<file path="config.mk">
export PLATFORM = sky130hd
export DESIGN_NAME = asic_output_analyzer
export DESIGN_NICKNAME = d
export VERILOG_FILES = /design/src/rtl/asic_analyzer_pkg.sv /design/src/rtl/channel_argmax.sv /design/src/rtl/asic_output_analyzer.sv
export SDC_FILE = /design/constraint.sdc
export NUM_CORES = 1
export LEC_CHECK = 0
export BUFFER_PORTS_ARGS = -buffer_cell sky130_fd_sc_hd__buf_4
export CORE_AREA = 2 2 137 139
export DETAILED_ROUTE_END_ITERATION = 8
export DIE_AREA = 0 0 139 141
export GPL_TIMING_DRIVEN = 1
export PLACE_DENSITY = 0.63
export SYNTH_ARGS = -nofsm -noshare
export SYNTH_HDL_FRONTEND = slang
export SYNTH_SLANG_ARGS = --single-unit
</file>
<file path="constraint.sdc">
create_clock -name clk -period 4.5 [get_ports clk]
set_input_delay 0.9 -clock clk [delete_from_list [all_inputs] [get_ports clk]]
set_output_delay 0.9 -clock clk [all_outputs]
set_load 0.05 [all_outputs]
</file>
<file path="src/rtl/asic_analyzer_pkg.sv">
// Shared types and constants for the XADC output analyzer.
package asic_analyzer_pkg;

  typedef enum logic [2:0] {
    IDLE,
    REQ,
    WAIT,
    ACC,
    CMP,
    PUB
  } state_t;

  localparam logic [6:0] DRP_AUX_BASE = 7'h10;
  localparam int         ADC_W        = 12;

endpackage

</file>
<file path="src/rtl/channel_argmax.sv">
// Serial running-maximum tracker: one (idx, value) pair per enabled cycle.
// max_idx/max_val include the current input, so the final winner is visible
// combinationally during the last compare cycle. Ties keep the earlier index.
module channel_argmax
  import asic_analyzer_pkg::*;
#(
  parameter int IDX_W = 2,
  parameter int VAL_W = ADC_W
) (
  input  logic             clk,
  input  logic             rst,
  input  logic             start,
  input  logic             en,
  input  logic [IDX_W-1:0] idx,
  input  logic [VAL_W-1:0] value,
  output logic [IDX_W-1:0] max_idx,
  output logic [VAL_W-1:0] max_val
);

  logic [IDX_W-1:0] run_idx;
  logic [VAL_W-1:0] run_val;

  // Candidate winner: restart on start, otherwise replace only on strictly greater
  always_comb begin
    max_idx = run_idx;
    max_val = run_val;
    if (start || (value > run_val)) begin
      max_idx = idx;
      max_val = value;
    end
  end

  // Hold the running maximum between compare cycles
  always_ff @(posedge clk) begin
    if (rst) begin
      run_idx <= '0;
      run_val <= '0;
    end else if (en) begin
      run_idx <= max_idx;
      run_val <= max_val;
    end
  end

endmodule

</file>
<file path="src/rtl/asic_output_analyzer.sv">
// Scans XADC aux channels over DRP after each end-of-sequence, averages
// 2^AVG_LOG2 scans per channel and publishes the strongest channel.
module asic_output_analyzer
  import asic_analyzer_pkg::*;
#(
  parameter int             NUM_CH      = 4,
  parameter int             AVG_LOG2    = 2,
  parameter logic [11:0]    THRESHOLD   = 12'h400,
  parameter int             DRP_TIMEOUT = 255,
  localparam int            CW          = (NUM_CH > 1) ? $clog2(NUM_CH) : 1
) (
  input  logic          clk,
  input  logic          rst,
  output logic [6:0]    daddr,
  output logic          den,
  output logic          dwe,
  output logic [15:0]   di,
  input  logic [15:0]   do_in,
  input  logic          drdy,
  input  logic          eos,
  output logic [CW-1:0] network_output,
  output logic [11:0]   max_value,
  output logic          result_valid,
  output logic          no_winner,
  output logic          busy,
  output logic          timeout_err
);

  localparam int AW = ADC_W + AVG_LOG2;
  localparam int SW = AVG_LOG2 + 1;
  localparam int TW = $clog2(DRP_TIMEOUT + 1);
  localparam logic [SW-1:0] LAST_SCAN = SW'((1 << AVG_LOG2) - 1);
  localparam logic [CW-1:0] LAST_CH   = CW'(NUM_CH - 1);
  localparam logic [TW-1:0] TO_LIMIT  = TW'(DRP_TIMEOUT - 1);

  state_t           state;
  logic [CW-1:0]    ch;
  logic [CW-1:0]    cmp_idx;
  logic [SW-1:0]    scan_cnt;
  logic [TW-1:0]    tcnt;
  logic [ADC_W-1:0] sample;
  logic [AW-1:0]    acc [NUM_CH];
  logic [ADC_W-1:0] avg_cur;
  logic [CW-1:0]    best_idx;
  logic [ADC_W-1:0] best_val;
  logic             cmp_en;
  logic             cmp_start;
  logic             unused_bits;

  assign dwe         = 1'b0;
  assign di          = 16'h0000;
  assign busy        = (state != IDLE);
  assign unused_bits = ^do_in[3:0];

  assign avg_cur   = ADC_W'(acc[cmp_idx] >> AVG_LOG2);
  assign cmp_en    = (state == CMP);
  assign cmp_start = cmp_en && (cmp_idx == '0);

  channel_argmax #(
    .IDX_W (CW),
    .VAL_W (ADC_W)
  ) u_argmax (
    .clk     (clk),
    .rst     (rst),
    .start   (cmp_start),
    .en      (cmp_en),
    .idx     (cmp_idx),
    .value   (avg_cur),
    .max_idx (best_idx),
    .max_val (best_val)
  );

  // Main sequencer: DRP reads, accumulation, serial compare and publish
  always_ff @(posedge clk) begin
    if (rst) begin
      state          <= IDLE;
      den            <= 1'b0;
      daddr          <= '0;
      network_output <= '0;
      max_value      <= '0;
      result_valid   <= 1'b0;
      no_winner      <= 1'b0;
      timeout_err    <= 1'b0;
      ch             <= '0;
      cmp_idx        <= '0;
      scan_cnt       <= '0;
      tcnt           <= '0;
      sample         <= '0;
      for (int i = 0; i < NUM_CH; i++) acc[i] <= '0;
    end else begin
      den          <= 1'b0;
      result_valid <= 1'b0;
      timeout_err  <= 1'b0;
      case (state)
        IDLE: begin
          if (eos) begin
            ch    <= '0;
            den   <= 1'b1;
            daddr <= DRP_AUX_BASE;
            state <= REQ;
          end
        end
        REQ: begin
          tcnt  <= TW'(1);
          state <= WAIT;
        end
        WAIT: begin
          if (drdy) begin
            sample <= do_in[15:4];
            state  <= ACC;
          end else if (tcnt >= TO_LIMIT) begin
            timeout_err <= 1'b1;
            scan_cnt    <= '0;
            tcnt        <= '0;
            for (int i = 0; i < NUM_CH; i++) acc[i] <= '0;
            state       <= IDLE;
          end else begin
            tcnt <= tcnt + 1'b1;
          end
        end
        ACC: begin
          acc[ch] <= acc[ch] + AW'(sample);
          if (ch != LAST_CH) begin
            ch    <= ch + 1'b1;
            den   <= 1'b1;
            daddr <= DRP_AUX_BASE + 7'(ch) + 7'd1;
            state <= REQ;
          end else begin
            scan_cnt <= scan_cnt + 1'b1;
            if (scan_cnt == LAST_SCAN) begin
              cmp_idx <= '0;
              state   <= CMP;
            end else begin
              state <= IDLE;
            end
          end
        end
        CMP: begin
          if (cmp_idx == LAST_CH) begin
            if (best_val >= THRESHOLD) begin
              network_output <= best_idx;
              max_value      <= best_val;
              no_winner      <= 1'b0;
            end else begin
              no_winner <= 1'b1;
            end
            result_valid <= 1'b1;
            state        <= PUB;
          end else begin
            cmp_idx <= cmp_idx + 1'b1;
          end
        end
        PUB: begin
          scan_cnt <= '0;
          cmp_idx  <= '0;
          for (int i = 0; i < NUM_CH; i++) acc[i] <= '0;
          state    <= IDLE;
        end
        default: state <= IDLE;
      endcase
    end
  end

endmodule

</file>
Yosys cells after proc, flatten, opt, wreduce, memory -nomap -nowiden
Memory sizes are Yosys's and may differ from the RTL's. A register that Yosys moved wholly into a read port is not among the register bits.
Cells that the tools add are included.
{"block": "totals", "regBits": 69, "ram_bits": 56, "in_bits": 20, "elab_cells": 129, "memories": 1}
{"block": "classes", "addsub": 7, "n_lt_le_gt_ge": 3, "n_eq_ne": 17, "mux": 58, "bitwise_logic": 9, "reduce_logical": 19}
{"name": "acc", "depth": 4, "width": 14, "rd": 2, "rd_ports_with_merged_regs": 2, "write_ports": 4, "line_no": "asic_output_analyzer.sv:42", "rtl": "logic [AW-1:0] acc [NUM_CH];"}
{"op": "two-way mux 14 bit", "n": 9}
{"op": "two-way mux 3 bit", "n": 8}
{"op": "two-way mux 2 bit", "n": 11}
{"op": "two-way mux 1 bit", "n": 18}
{"op": "two-way mux 8 bit", "n": 2}
{"op": "!= test 2 bit, second input constant", "n": 8}
{"op": "one-hot mux 8 bit (2 select lines)", "n": 1}
{"op": "one-hot mux 3 bit (5 select lines)", "n": 1}
{"op": "adder 14 x 12 -> 14 bit", "n": 1}
{"op": "two-way mux 7 bit", "n": 2}
{"op": "one-hot mux 7 bit (2 select lines)", "n": 1}
{"op": "OR reduction 14 bit", "n": 1}
{"op": ">= comparator 12 x 11 -> 1 bit, second input constant", "n": 1}
{"op": "> comparator 12 bit", "n": 1}
{"op": "two-way mux 12 bit", "n": 1}
{"op": "== test 3 x 2 -> 1 bit, second input constant", "n": 3}
{"op": "one-hot mux 3 bit (3 select lines)", "n": 1}
{"op": "AND reduction 3 bit", "n": 3}
{"op": "nonzero test 3 bit", "n": 3}
{"op": "adder 8 x 1 -> 8 bit, second input constant", "n": 1}
{"op": ">= comparator 8 bit, second input constant", "n": 1}
{"op": "OR 1 bit", "n": 8}
{"op": "AND reduction 4 bit", "n": 2}
{"op": "adder 6 x 1 -> 7 bit, second input constant", "n": 1}
{"op": "other kinds (19)", "n": 24}

Logic depth before layout (Yosys ltp)
{"block": "depth", "ltp_word": 9, "ltp_mapped": 12}

By module
Synthesis repeated with hierarchy kept, for this count alone.
{"block": "unflattened", "hier_cells": 636, "hier_area_um2": 6552.5}
{"mod": "asic_output_analyzer", "n_inst": 1, "cells_each": 526, "area_each_um2": 5500.3, "seq_area_each_um2": 2762.6}
{"mod": "channel_argmax", "n_inst": 1, "cells_each": 110, "area_each_um2": 1052.3, "seq_area_each_um2": 280.3}

Worst setup path after synthesis
Ideal clock, no wire load.
{"block": "synth_path", "kind": "register to register", "startpoint": "reg with a tool-made name", "endpoint": "mem acc[0][12] in the netlist's numbering, data pin", "arrival_ns": 2.916, "slack_ns": 1.314, "stages_incl_launch_ff": 12, "path_buffers": 2, "period_less_slack_ns": 3.186, "cell_sequence": "dfxtp_1 buf_6 buf_2 mux4_2 ha_1 or3_1 a31oi_1 or3_1 a31oi_2 mux2i_1 a2111oi_2 nor2_1"}
{"item": "end, declared", "line_no": "asic_output_analyzer.sv:42"}

==> out/metrics.csv <==
metric;value;unit
status;completed;
post-CTS resize count;0;
Reg2Reg Capture Point;acc[2][12]$_SDFFCE_PN0P_;
Core Area;18270;µm²
Int Pwr;2142;µW
Area Overhead vs Synth;14.73;%
Mapped Cells;644;
drt wl/cell;16.00;µm
area of the multi-input gates;3208;µm²
Reg power frac;43.2;%
asr flop ratio synth;0;%
relative slew slack;30.72;%
Clock power frac;43.9;%
CTS root buf;clkbuf_16;
initial antenna violation count;0;
Tcrit/Tclk final;82.28;%
pwr dens;381.3;nW/µm²
vias in the first global route;4633;
share of cells above drive strength 1;17.84;%
Critical Path Max Stage Delay;0.68;ns
CP Max Fanout;7;
Synth Area in Compound Gates;14.65;%
setup_tns;0;ns
CP Launch Type;flop;
CP bufs+invs;1;
hold path start;scan_cnt[2]$_SDFFE_PP0P_;
clk slew on worst S/H paths;0.06;ns
Die H;141;µm
die footprint;19600;µm²
Reg2Reg Depth;10;
RSZ-0062 raised after global routing;false;
slowest cell on the critical path;a2111oi_2;
post-synthesis mux area share;10.39;%
CTS tree;done;
Crit Path Category;reg -> reg;
Overflow after GRT;0;
Worst Tran Pin Value;1.034;ns
worst vdd ir;233.2;µV
Critical Path End Type;flop;
router iterations before antenna repair;5;
CP Data Arrival Time;3.84;ns
Leak;0.002768;µW
WP data required;4.64;ns
NetSw;745.3;µW
GR Util All Layers;15.71;%
DRC;0;
Mean Syn Cell Area;10.25;µm²
DRT antenna net count;0;
Antenna Cells;0;
routed wire length;14870;µm
fin crit period;3.703;ns
#FFs+latches synth;124;
Post-CTS Setup Repair Bufs;0;
clock sink count;124;
Avg Vias per Cell;5.142;
Ys Warns;0;
largest net degree at the start of global routing;58;
Mapped Area;6601;µm²
placer congestion estimate;0.7997;
Setup Skew;0.009837;ns
final hold violations;0;
initial DRC count;264;
Simple-Gate Fraction of Synth Area;14.31;%
routed vias;4777;
cts hold-fix bufs;0;
main combinational cell family by area after synthesis;compound AO/OA/AOI/OAI gates;
Layout fillers;1816;
max cap viols;0;
Max Buffers Root-to-Sink;2;
nets;734;
hold depth;2;
r2r setup slk;0.80;ns
CP cell instances;buf_4 > mux4_2 > ha_1 > nor2b_1 > o21a_1 > o21ai_0 > a31oi_2 > mux2i_1 > a2111oi_2 > nor2_1;
post-synthesis sequential area ratio;46.10;%
largest cells by area after synthesis;edfxtp_1, dfxtp_1, mux4_2, ha_1, a21oi_1;
Port Buffer Count;38;
H-tree depth;4;
Post-synth EDFFs;56;
top cell type by total area after synthesis;edfxtp_1;
DP Wirelength;10210;µm
hold slack;0.4503;ns
Final Setup Violations;0;
Switching Fraction;25.81;%
Hold Crit Class;reg -> reg;
worst-skew pair later-pin latency;0.42;ns
Min-Delay Endpoint;scan_cnt[2]$_SDFFE_PP0P_;
adder-cell share of the synthesized area;6.179;%
CP delay by family, top;compound AO/OA/AOI/OAI gates;
die span in x;139;µm
Max Slew Vio Count;0;
synthesized-area fraction occupied by xor and xnor cells;1.857;%
share of the synthesized area in the top cell type;25.47;%
Initial Util;36.14;%
global-route wire length before repair;24160;µm
Top FF cell, synth;dfxtp_1;
register area;3043;µm²
num rows;50;
logic gate share of total power;12.8;%
total CTS buffers;17;
top achievable clock speed;270.1;MHz
Top-Level Pins;63;
post-synthesis cell type count;64;
-- layout make-up --
| type | count | area share, % |
|---|---|---|
| inverter | 31 | 1.536 |
| clock inverter | 10 | 1.338 |
| sequential | 124 | 40.18 |
| multi-input combinational | 459 | 42.36 |
| tap | 234 | 3.866 |
| timing repair buffer | 49 | 4.857 |
| clock buffer | 22 | 5.865 |
-- cells in the mapped netlist (all sizes together), types with 5 or more instances --
cell,count
a211oi,18
a21oi,74
a31oi,6
and2,5
buf,33
clkbuf,16
dfxtp,68
edfxtp,56
ha,31
inv,31
mux2i,10
mux4,26
nand2,64
nand3,8
nand4,6
nor2,86
nor2b,6
nor3,8
o21ai,26
xnor2,9
xor2,5
-- worst min-delay path, delay by kind of cell (launching register included) --
kind            cells  cell delay (ns)
flops               1             0.30
simple gates        1             0.05
compound gates      1             0.05
-- cell usage in the layout, fill, tap and decap left out, types with 10 or more instances in the layout --
cell type / count
inv_1: 31
a211oi_2: 11
conb_1: 20
nand2_1: 64
mux2i_1: 10
edfxtp_1: 56
ha_1: 31
clkbuf_16: 17
buf_4: 49
a21oi_1: 74
dfxtp_1: 68
o21ai_0: 24
mux4_2: 26
nor2_1: 84
-- registers in the layout (all words and copies together) (netlist names), 2 cells and up, named ones only --
name              count
acc                  56
max_value            12
sample               12
u_argmax.run_val     12
tcnt                  8
daddr                 3
scan_cnt              3
state                 3
cmp_idx               2
network_output        2
u_argmax.run_idx      2
-- kinds of logic (layout without fill, tap and decap cells) --
group,count (synthesis),count (layout)
multiplexers,36,36
AND/OR/NAND/NOR,208,208
flip-flops,124,124
AO/OA/AOI/OAI,149,149
other,1,20
XOR/XNOR,14,14
buffers and inverters,80,112
adder cells (fa/ha/maj),32,32
-- how the worst max path moves through the flow --
stage,from,to,slack (ns),cells after the start
2_1_floorplan,flop,acc[0][12]$_SDFFCE_PN0P_,1.31,11
3_3_place_gp,flop,acc[0][12]$_SDFFCE_PN0P_,0.90,10
3_5_place_dp,flop,acc[2][12]$_SDFFCE_PN0P_,0.84,10
6_report,flop,acc[2][12]$_SDFFCE_PN0P_,0.80,10
5_1_grt,flop,acc[2][12]$_SDFFCE_PN0P_,0.58,10
4_1_cts,flop,acc[2][12]$_SDFFCE_PN0P_,0.83,10
-- power groups by stage --
stage	clock network (µW)	logic (µW)	registers [µW]
2_1_floorplan	0	295	1270
3_3_place_gp	0	370	1270
3_5_place_dp	0	371	1270
4_1_cts	1290	374	1250
5_1_grt	1340	408	1250
6_report	1270	371	1250
-- metal layers --
layer / routed length [µm] / up-vias / track usage [%]
met5: 0 / - / 0
met4: 253 / 0 / 7.177
met3: 688 / 16 / 3.533
met2: 7295 / 93 / 25.72
met1: 6630 / 2300 / 19.95
li1: - / 2368 / -
-- per-stage QoR --
step	power (µW)	util [%]	cell area (µm²)	setup WS [ns]	std cells
final	2888	41.46	7574	0.7973	929
after global routing	3002	41.46	7574	0.5825	929
after CTS	2913	41.46	7574	0.8265	929
after detailed placement	1642	38.47	7028	0.8416	897
after global placement	1638	38.47	7028	0.8967	897
after floorplan	1560	-	6673	1.314	663
(Power assumes the default switching activity.)
